<file path="src/rtl/store_buffer_bm.sv">
// rtl/store_buffer_bm.sv - in-order store buffer with commit, flush, dcache drain and load forwarding (macro STORE_BUFFER_FWD_EN)
module store_buffer_bm #(
  parameter int ADDR_W = 32,
  parameter int DATA_W = 32,
  parameter int DEPTH  = 4,
  localparam int BE_W  = DATA_W / 8,
  localparam int IDX_W = $clog2(DEPTH)
) (
  input  logic              clk_i,
  input  logic              rst_i,
  input  logic              req_valid_i,
  output logic              req_ready_o,
  input  logic [ADDR_W-1:0] req_addr_i,
  input  logic [DATA_W-1:0] req_data_i,
  input  logic [BE_W-1:0]   req_be_i,
  output logic [IDX_W-1:0]  req_idx_o,
  input  logic              commit_valid_i,
  input  logic [IDX_W-1:0]  commit_idx_i,
  input  logic              discard_i,
  input  logic              ld_valid_i,
  input  logic [ADDR_W-1:0] ld_addr_i,
  input  logic [BE_W-1:0]   ld_be_i,
  output logic              ld_hit_o,
  output logic [DATA_W-1:0] ld_data_o,
  output logic              ld_conflict_o,
  output logic              dc_req_valid_o,
  input  logic              dc_req_ready_i,
  output logic [ADDR_W-1:0] dc_addr_o,
  output logic [DATA_W-1:0] dc_data_o,
  output logic [BE_W-1:0]   dc_be_o,
  output logic              empty_o,
  output logic [IDX_W:0]    count_o
);

  localparam int CNT_W = IDX_W + 1;
  localparam int OFF_W = $clog2(BE_W);
  localparam logic [ADDR_W-1:0] WORD_MASK = {ADDR_W{1'b1}} << OFF_W;

  typedef enum logic [1:0] {E_FREE, E_PENDING, E_COMMITTED} entry_st_e;
  typedef enum logic [0:0] {D_IDLE, D_ISSUE} drain_st_e;

  entry_st_e         st_q   [DEPTH];
  logic [ADDR_W-1:0] addr_q [DEPTH];
  logic [DATA_W-1:0] data_q [DEPTH];
  logic [BE_W-1:0]   be_q   [DEPTH];

  logic [IDX_W-1:0]  head_q, head_d, tail_q, tail_d;
  logic [CNT_W-1:0]  count_q, count_d, npend;
  drain_st_e         drain_q, drain_d;
  logic [ADDR_W-1:0] dc_addr_q;
  logic [DATA_W-1:0] dc_data_q;
  logic [BE_W-1:0]   dc_be_q;
  logic              dc_load, drain_done, alloc, commit_hit;

  assign req_ready_o    = (count_q < CNT_W'(DEPTH));
  assign req_idx_o      = tail_q;
  assign empty_o        = (count_q == '0);
  assign count_o        = count_q;
  assign dc_req_valid_o = (drain_q == D_ISSUE);
  assign dc_addr_o      = dc_addr_q;
  assign dc_data_o      = dc_data_q;
  assign dc_be_o        = dc_be_q;
  assign alloc          = req_valid_i && req_ready_o;
  assign commit_hit     = commit_valid_i && (st_q[commit_idx_i] == E_PENDING);

  // Drain FSM next state: pick up a committed head, hold the dcache write until accepted
  always_comb begin
    drain_d    = drain_q;
    dc_load    = 1'b0;
    drain_done = 1'b0;
    case (drain_q)
      D_IDLE: begin
        if (st_q[head_q] == E_COMMITTED) begin
          drain_d = D_ISSUE;
          dc_load = 1'b1;
        end
      end
      D_ISSUE: begin
        if (dc_req_ready_i) begin
          drain_d    = D_IDLE;
          drain_done = 1'b1;
        end
      end
      default: drain_d = D_IDLE;
    endcase
  end

  // Pointer/count next state; a flush removes pending entries not being committed this cycle
  always_comb begin
    npend = '0;
    for (int i = 0; i < DEPTH; i++) begin
      if (st_q[i] == E_PENDING && !(commit_hit && commit_idx_i == IDX_W'(i))) begin
        npend = npend + CNT_W'(1);
      end
    end
    head_d = drain_done ? head_q + IDX_W'(1) : head_q;
    if (discard_i) begin
      tail_d  = tail_q - npend[IDX_W-1:0];
      count_d = count_q - npend - CNT_W'(drain_done);
    end else begin
      tail_d  = alloc ? tail_q + IDX_W'(1) : tail_q;
      count_d = count_q + CNT_W'(alloc) - CNT_W'(drain_done);
    end
  end

  // Drain FSM state register and dcache request fields
  always_ff @(posedge clk_i) begin
    if (rst_i) begin
      drain_q   <= D_IDLE;
      dc_addr_q <= '0;
      dc_data_q <= '0;
      dc_be_q   <= '0;
    end else begin
      drain_q <= drain_d;
      if (dc_load) begin
        dc_addr_q <= addr_q[head_q];
        dc_data_q <= data_q[head_q];
        dc_be_q   <= be_q[head_q];
      end
    end
  end

  // Pointers, count and per-entry state (flush, commit, drain free, allocate)
  always_ff @(posedge clk_i) begin
    if (rst_i) begin
      head_q  <= '0;
      tail_q  <= '0;
      count_q <= '0;
      for (int i = 0; i < DEPTH; i++) st_q[i] <= E_FREE;
    end else begin
      head_q  <= head_d;
      tail_q  <= tail_d;
      count_q <= count_d;
      for (int i = 0; i < DEPTH; i++) begin
        if (commit_hit && commit_idx_i == IDX_W'(i)) begin
          st_q[i] <= E_COMMITTED;
        end else if (discard_i && st_q[i] == E_PENDING) begin
          st_q[i] <= E_FREE;
        end
      end
      if (drain_done) st_q[head_q] <= E_FREE;
      if (alloc && !discard_i) st_q[tail_q] <= E_PENDING;
    end
  end

  // Entry payload; written on any accepted request, meaningless while the entry is FREE
  always_ff @(posedge clk_i) begin
    if (alloc) begin
      addr_q[tail_q] <= req_addr_i & WORD_MASK;
      data_q[tail_q] <= req_data_i;
      be_q[tail_q]   <= req_be_i;
    end
  end

`ifdef STORE_BUFFER_FWD_EN
  logic [BE_W-1:0]   fwd_match_be, fwd_cov;
  logic [DATA_W-1:0] fwd_data, fwd_mask;
  logic [IDX_W-1:0]  age_idx;

  // Byte-merge forwarding: walk oldest to youngest so the youngest writer of each lane wins
  always_comb begin
    fwd_match_be = '0;
    fwd_data     = '0;
    fwd_mask     = '0;
    age_idx      = '0;
    for (int k = 0; k < DEPTH; k++) begin
      age_idx = head_q + IDX_W'(k);
      if (st_q[age_idx] != E_FREE && (ld_addr_i & WORD_MASK) == addr_q[age_idx]) begin
        for (int b = 0; b < BE_W; b++) begin
          if (be_q[age_idx][b]) begin
            fwd_match_be[b]    = 1'b1;
            fwd_data[8*b +: 8] = data_q[age_idx][8*b +: 8];
          end
        end
      end
    end
    fwd_cov = fwd_match_be & ld_be_i;
    for (int b = 0; b < BE_W; b++) fwd_mask[8*b +: 8] = {8{fwd_cov[b]}};
    ld_hit_o      = ld_valid_i && (fwd_cov != '0) && (fwd_cov == ld_be_i);
    ld_conflict_o = ld_valid_i && (fwd_cov != '0) && (fwd_cov != ld_be_i);
    ld_data_o     = ld_valid_i ? (fwd_data & fwd_mask) : '0;
  end
`else
  // No forwarding: any overlapping buffered store makes the load wait for the drain
  always_comb begin
    ld_hit_o      = 1'b0;
    ld_data_o     = '0;
    ld_conflict_o = 1'b0;
    for (int i = 0; i < DEPTH; i++) begin
      if (ld_valid_i && st_q[i] != E_FREE && (ld_addr_i & WORD_MASK) == addr_q[i] &&
          (be_q[i] & ld_be_i) != '0) begin
        ld_conflict_o = 1'b1;
      end
    end
  end
`endif

endmodule

</file>
<file path="config.mk">
export PLATFORM = sky130hd
export DESIGN_NAME = store_buffer_bm
export DESIGN_NICKNAME = d
export VERILOG_FILES = /design/src/rtl/store_buffer_bm.sv
export SDC_FILE = /design/constraint.sdc
export NUM_CORES = 1
export LEC_CHECK = 0
export CAP_MARGIN = 20
export CORE_ASPECT_RATIO = 0.5
export CORE_UTILIZATION = 40
export CTS_BUF_LIST = sky130_fd_sc_hd__clkbuf_4 sky130_fd_sc_hd__clkbuf_8
export CTS_CLUSTER_SIZE = 40
export DETAILED_ROUTE_END_ITERATION = 12
export GPL_ROUTABILITY_DRIVEN = 0
export PLACE_DENSITY = 0.63
export SLEW_MARGIN = 20
export SYNTH_ARGS = -nofsm -noshare
export SYNTH_HDL_FRONTEND = slang
export SYNTH_SLANG_ARGS = --single-unit
</file>
<file path="constraint.sdc">
create_clock -name clk_i -period 8.05 [get_ports clk_i]
set_clock_uncertainty 0.2 [all_clocks]
set_input_delay 1.2075 -clock clk_i [delete_from_list [all_inputs] [get_ports clk_i]]
set_output_delay 1.2075 -clock clk_i [all_outputs]
set_load 0.02 [all_outputs]
</file>
==> results.json <==
{
  "layout_worst_path_cycle_share": 0.628,
  "avgSynthCellArea_um2": 14.4,
  "finalSetupTns_ps": 0,
  "clk_latency_ps": 600,
  "grt_setup_unrepaired": "no",
  "worst_pin_slew_ps": 1030,
  "synth_top_family_by_area": "multiplexers",
  "synthAdderAreaFrac": 0.0125,
  "ys_top_cells_by_count": "edfxtp_1 (264), nand2_1 (141), xnor2_1 (115)",
  "p_per_area_nw_per_um2": 223,
  "finalHoldViolCount": 0,
  "dieArea_um2": 37900,
  "finalPower_mw": 4.02,
  "die_h_um": 138,
  "drt_iter0_markers": 597,
  "rr_endpoint": "req_idx_o[1]$_SDFFE_PP0P_",
  "cts_sinks": 348,
  "grt-ovfl-total": 0,
  "hpwl_um": 23900,
  "numCtsBuffers": 51,
  "met3WireLength_um": 2040,
  "yosysWarnings": 0,
  "core.rowCount": 49,
  "viasPerCell": 5.09,
  "ys_types": 50,
  "cts_tree": "done",
  "fillCellCount": 3084,
  "path_cells": "clkdlybuf4s50_1 > xnor2_1 > nand4_1 > nor4_1 > nand3_1 > nand4_1 > clkdlybuf4s50_1",
  "yosysMostFrequentCell": "edfxtp_1",
  "synthSimpleGateAreaFrac": 0.0765,
  "rr_worst_depth": 12,
  "ys_ff_latch": 348,
  "post-place-cells": 1635,
  "num_vias": 8826,
  "avgRoutedWirePerCell_um": 20.9,
  "finalCriticalPeriod_ps": 5050,
  "synth_compound_area_frac": 0.0450,
  "synthXorXnorAreaFrac": 0.0738,
  "path_max_fanout": 4,
  "postCtsSetupBuffers": 0,
  "p_leak_nw": 5.67,
  "synth_top_cell_area_share": 0.535,
  "initial_core_util": 0.409,
  "synth_edf_count": 264,
  "setup_violations": 0,
  "hold_buffers": 0,
  "ir_drop_v": 0.000131,
  "wl_met1_um": 15100,
  "seq_area_um2": 9620,
  "fin_util": 0.498,
  "area_growth_pct": 21.7,
  "die_x_um": 274,
  "finalNonFillerCells": 1733,
  "muxShareOfSynthArea": 0.102,
  "cp_slowest_stage_delay_ps": 630,
  "antenna_found_initial": 3,
  "grt_usage": 0.192,
  "maxCapViolCount": 0,
  "cp-endpoint": "ld_conflict_o",
  "multi_input_area_um2": 4760,
  "htree_levels": 2,
  "clk_pin_slew_ps": 60,
  "ys_seq_area_frac": 0.648,
  "hold_path.class": "flop to flop",
  "cp-start-kind": "input port",
  "wl_um": 36200,
  "io_pins": 223,
  "netlist_area_um2": 14800,
  "top_layer": "met4",
  "final_antenna_net_count": 0,
  "core_um2": 36200,
  "layout.nets": 1330,
  "port_buffers": 183,
  "drt_pre_antenna_iters": 9,
  "slew_headroom": 0.315,
  "post_cts_resized": 0,
  "grt_max_degree": 85,
  "cts-root-buf": "clkbuf_8",
  "timing_worst_setup_path_type": "input port to output port",
  "r2r_start": "st_q[1][0]$_SDFFE_PP1P_",
  "final_max_slew_viol_count": 0,
  "drive_gt1_frac": 0.152,
  "yosysTopAreaCell": "edfxtp_1",
  "ff2ff_setup_slack_ps": 4680,
  "cp.depth": 7,
  "critPathBufInv": 2,
  "clockBufferDepth": 3,
  "violations": "DRC",
  "crit_arrival_ps": 3650,
  "fmax_mhz": 198,
  "wl_met2_um": 18200,
  "setup.worst_path.end_class": "output port",
  "synth_area_leaders": "edfxtp_1 (53%), dfxtp_1 (11%), mux4_2 (10%)",
  "ys.flop_type": "edfxtp_1",
  "cp-startpoint": "ld_addr_i[18]",
  "cpMaxStageDelayCell": "clkdlybuf4s50_1",
  "syn_inst": 1028,
  "drc": 24,
  "required_ps": 6640,
  "cp_top_family": "buffers and inverters",
  "synth_async_sr_flop_share": 0,
  "status": "finished with violations",
  "grt_pass1_wl_um": 54300,
  "grt_pass1_vias": 9120
}
[how the worst min path moves through the flow]
stage / from / endpoint / slack, ps / cells past startpoint
final: dc_data_o[24]$_SDFFE_PP0P_ / dc_data_o[24]$_SDFFE_PP0P_ / 250 / 2
after global placement: dc_data_o[20]$_SDFFE_PP0P_ / dc_data_o[20]$_SDFFE_PP0P_ / 240 / 2
after detailed placement: dc_addr_o[7]$_SDFFE_PP0P_ / dc_addr_o[7]$_SDFFE_PP0P_ / 250 / 2
after floorplan: st_q[3][0]$_SDFFE_PP1P_ / st_q[3][0]$_SDFFE_PP1P_ / 300 / 2
after CTS: dc_addr_o[7]$_SDFFE_PP0P_ / dc_addr_o[7]$_SDFFE_PP0P_ / 260 / 2
after global routing: dc_addr_o[6]$_SDFFE_PP0P_ / dc_addr_o[6]$_SDFFE_PP0P_ / 270 / 2
[metrics by stage]
step                instance area, µm²  setup WS (ps)  hold WS, ps
floorplan                        15000           1240          296
global placement                 16900           2990          241
detailed placement               17000           3000          247
CTS                              18000           2970          255
global route                     18000           2910          275
finish                           18000           3000          254
[power by group]
group | switching [mW] | total [mW] | internal [mW]
clock network | 0.664 | 1.47 | 0.803
registers | 0.0505 | 2.11 | 2.06
logic | 0.248 | 0.437 | 0.189
total | 0.962 | 4.02 | 3.06
[flip-flops by register name (all words and copies together), names as in the netlist, named ones only]
name            cells
dc_be_o             4
count_o             3
dc_addr_o          30
dc_req_valid_o      1
addr_q            120
head_q              2
dc_data_o          32
st_q                8
data_q            128
req_idx_o           2
be_q               16
[layout make-up]
cell class / instances / share of cell area
antenna: 3 / 0.000416
clock buffer: 87 / 0.0570
multi-input combinational: 594 / 0.264
clock inverter: 8 / 0.00236
tap: 484 / 0.0336
inverter: 14 / 0.00291
timing repair buffer: 195 / 0.107
sequential: 348 / 0.533
[placed cells by master (no fill, tap or decap), types with 4 or more instances in the layout]
cell	synthesis	layout
clkdlybuf4s50_1	0	182
buf_4	42	12
inv_1	13	13
clkbuf_4	0	27
o211ai_1	5	5
nand3b_1	4	4
conb_1	1	35
dfxtp_1	84	82
o21bai_1	4	4
nor3b_1	7	7
ha_1	10	10
mux4_2	66	66
edfxtp_1	264	264
xor2_1	10	10
clkbuf_8	0	60
nor4_1	10	10
nor2_1	17	15
clkinv_1	1	7
nand3_1	9	9
nand4_1	27	27
a21oi_1	82	82
nand2_1	141	141
xnor2_1	115	115
a22o_1	4	4
a221oi_1	4	4
nor3_1	10	8
[tightest hold or removal path, cell delays in order, from the launching register on]
cell	delay (ps)
dfxtp_1	310
nand2_1	50
a21oi_1	50
[routing by layer]
layer | track usage | vias up
met5 | 0 | -
met4 | 0.0605 | 0
met3 | 0.0391 | 56
met2 | 0.327 | 243
met1 | 0.246 | 4436
li1 | - | 4091
[cell families (layout without fill, tap and decap cells)]
group,after synthesis,count (layout)
flip-flops,348,348
AND/OR/NAND/NOR,239,239
XOR/XNOR,125,125
buffers and inverters,120,304
AO/OA/AOI/OAI,114,114
multiplexers,68,68
adder cells (fa/ha/maj),13,13
other,1,38
Note: power is estimated with default switching activity, not from simulation.
==> patch, RTL diff (config.mk and constraints unchanged) <==
The parameter `ADDR_W` goes from 32 to 40.
--- a/src/rtl/store_buffer_bm.sv
+++ b/src/rtl/store_buffer_bm.sv
@@ -1,5 +1,5 @@
 // rtl/store_buffer_bm.sv - in-order store buffer with commit, flush, dcache drain and load forwarding (macro STORE_BUFFER_FWD_EN)
 module store_buffer_bm #(
-  parameter int ADDR_W = 32,
+  parameter int ADDR_W = 40,
   parameter int DATA_W = 32,
   parameter int DEPTH  = 4,
Interface: changed (resized dc_addr_o, ld_addr_i and req_addr_i); port bits go from 223 to 247. The function was not compared with the original's and may differ.
==> patch against the unedited design <==
  * Setup slack got worse by 0.21 ns
  * Wire length grew 17%
  * Area after synthesis grew 12%
  * Design area rose by 12%
  * Power rose by 12%
  * Via count rose by 13%
  * Non-clock buffer count is 23 higher
  * Sequential cell count is 40 higher
==> patch: results (changes against the unedited design) <==
Layout
  • Layout cells sized above 1: 14.8% (was 15.2%)
  • Largest register by flop count: addr_q (was data_q)
  • Final #Nets: 1494 (was 1330)
  • Fill count: 3420 (was 3084)
  • Max reg flops: 152 (was 128)
  • Non-Filler Instances: 1943 (was 1733)

Synth
  • Cell count after synthesis: 1152 (was 1028)
  • Count of different cell masters after synthesis: 59 (was 50)
  • Seq/Total Area, Yosys: 64.6% (was 64.8%)
  • Most instantiated cells after synthesis: edfxtp_1 (296), nand2_1 (159), xnor2_1 (136), dfxtp_1 (92), a21oi_1 (87) (was edfxtp_1 (264), nand2_1 (141), xnor2_1 (115), dfxtp_1 (84), a21oi_1 (82))
  • Top post-synthesis cells by area: edfxtp_1 (54%), dfxtp_1 (11%), mux4_2 (10%) (was edfxtp_1 (53%), dfxtp_1 (11%), mux4_2 (10%))
  • Async SR Flop Fraction: 0% (unchanged)
  • Post-synth EDFFs: 296 (was 264)
  • Syn. warnings: 0 (unchanged)

Place
  • Pre-CTS setup slack: 2.79 ns (was 3.00 ns)
  • Dpl cells: 1834 (was 1635)
  • Placed cell area: 19000 um^2 (was 17000 um^2)
  • Port-buffer cells: 207 (was 183)
  • Post-DP HPWL: 28200 um (was 23900 um)

Drt
  • Via count: 9997 (was 8826)
  • Drt first pass iters: 5 (was 9)
  • Routed len/inst: 21.8 um (was 20.9 um)
  • Starting DRT DRC Count: 830 (was 597)

CTS
  • Sink Count: 388 (was 348)
  • PostCTS Resize Cnt: 0 (unchanged)
  • Postcts setup bufs: 0 (unchanged)
  • Cts bufs inserted: 56 (was 51)
  • Cts hold-fix bufs: 0 (unchanged)
  • Clock transition at the registers of the reported paths: around 0.070 ns
  • Clk_lat worst skew: 0.63 ns (was 0.60 ns)
  • Root Driver: clkbuf_8 (unchanged)
  • Clock Tree Buf Depth: 3 (unchanged)
  • Htree depth: 2 (unchanged)

Pwr
  • VDD IR max: 0.101 mV (was 0.131 mV)
  • Leak Pwr: 6.38 nW (was 5.67 nW)

Setup path
  • Worst-path maximum fanout: 4 (unchanged)
  • Data arrival time of the worst path: 3.86 ns (was 3.65 ns)

Global route
  • Largest net degree at the start of global routing: 93 (was 85)
  • Gr usage total: 20.1% (was 19.2%)
  • Initial antenna violation count: 3 (unchanged)
  • First-pass GRT wire length: 64100 um (was 54300 um)

Status
  • Status: finished clean (was complete, but fails checks)

Timing
  • Slew @ Worst Pin: 1.03 ns (about the same)

Hold path
  • Worst hold-check path type: reg -> reg (unchanged)
==> patch: stage by stage <==
step | hold slack [ns] | utilization (%) | power (W)
floorplan | 0.276 | - | 0.00271
global placement | 0.243 | 46.7 | 0.00290
detailed placement | 0.246 | 46.7 | 0.00291
CTS | 0.255 | 49.7 | 0.00456
global route | 0.276 | 49.7 | 0.00468
finish | 0.253 | 49.7 | 0.00451
==> patch: area by class of cell <==
type                            instances  area [um^2]  area share, %
Sequential cell                       388        10700           53.1
Clock inverter                          9         52.6          0.260
Multi-Input combinational cell        666         5360           26.5
Clock buffer                           97         1150           5.67
Timing Repair Buffer                  218         2160           10.7
Tap cell                              540          676           3.34
Antenna cell                            3         7.51         0.0371
Inverter                               22         82.6          0.408
==> patch: kinds of logic after synthesis <==
group	Yosys count	synth area share (%)
AND/OR/NAND/NOR	264	7.54
multiplexers	76	10.2
AO/OA/AOI/OAI	127	4.49
buffers and inverters	132	4.09
other	1	0.0226
XOR/XNOR	151	7.96
flip-flops	388	64.6
adder cells (fa/ha/maj)	13	1.12
==> patch: final timing paths <==
| check | startpoint | end | slack, ns | cells past startpoint |
|---|---|---|---|---|
| worst max-delay path | ld_addr_i[11] | ld_conflict_o | 2.79 | 7 |
| worst min-delay path | dc_data_o[1] | dc_data_o[1] | 0.25 | 2 |
| worst max register to register | st_q[0][1] | req_idx_o[1] | 4.34 | 14 |
| worst min register to register | dc_data_o[1] | dc_data_o[1] | 0.25 | 2 |
==> patch: report_power, final <==
part | total, W | internal, W | leakage [nW] | switching [W]
combinational | 0.000495 | 0.000214 | 2.28 | 0.000281
sequential | 0.00237 | 0.00231 | 3.45 | 0.0000614
clock | 0.00165 | 0.000895 | 0.645 | 0.000751
total | 0.00451 | 0.00342 | 6.38 | 0.00109
==> patch: critical path: stages <==
cell and delay (ns):
clkdlybuf4s50_1 0.51, xnor2_1 0.42, nand4_1 0.18, nor4_1 0.55
nand4_1 0.16, nand4_1 0.19, clkdlybuf4s50_1 0.64
==> patch: per-layer routing <==
layer / vias to the layer above / part of all wire (%) / global-route usage [%] / wire length (um)
li1: 4585 / - / - / -
met1: 5054 / 41 / 25.5 / 17500
met2: 294 / 51 / 35.0 / 21700
met3: 64 / 5.2 / 3.78 / 2180
met4: 0 / 2.5 / 6.57 / 1050
met5: - / 0 / 0 / 0
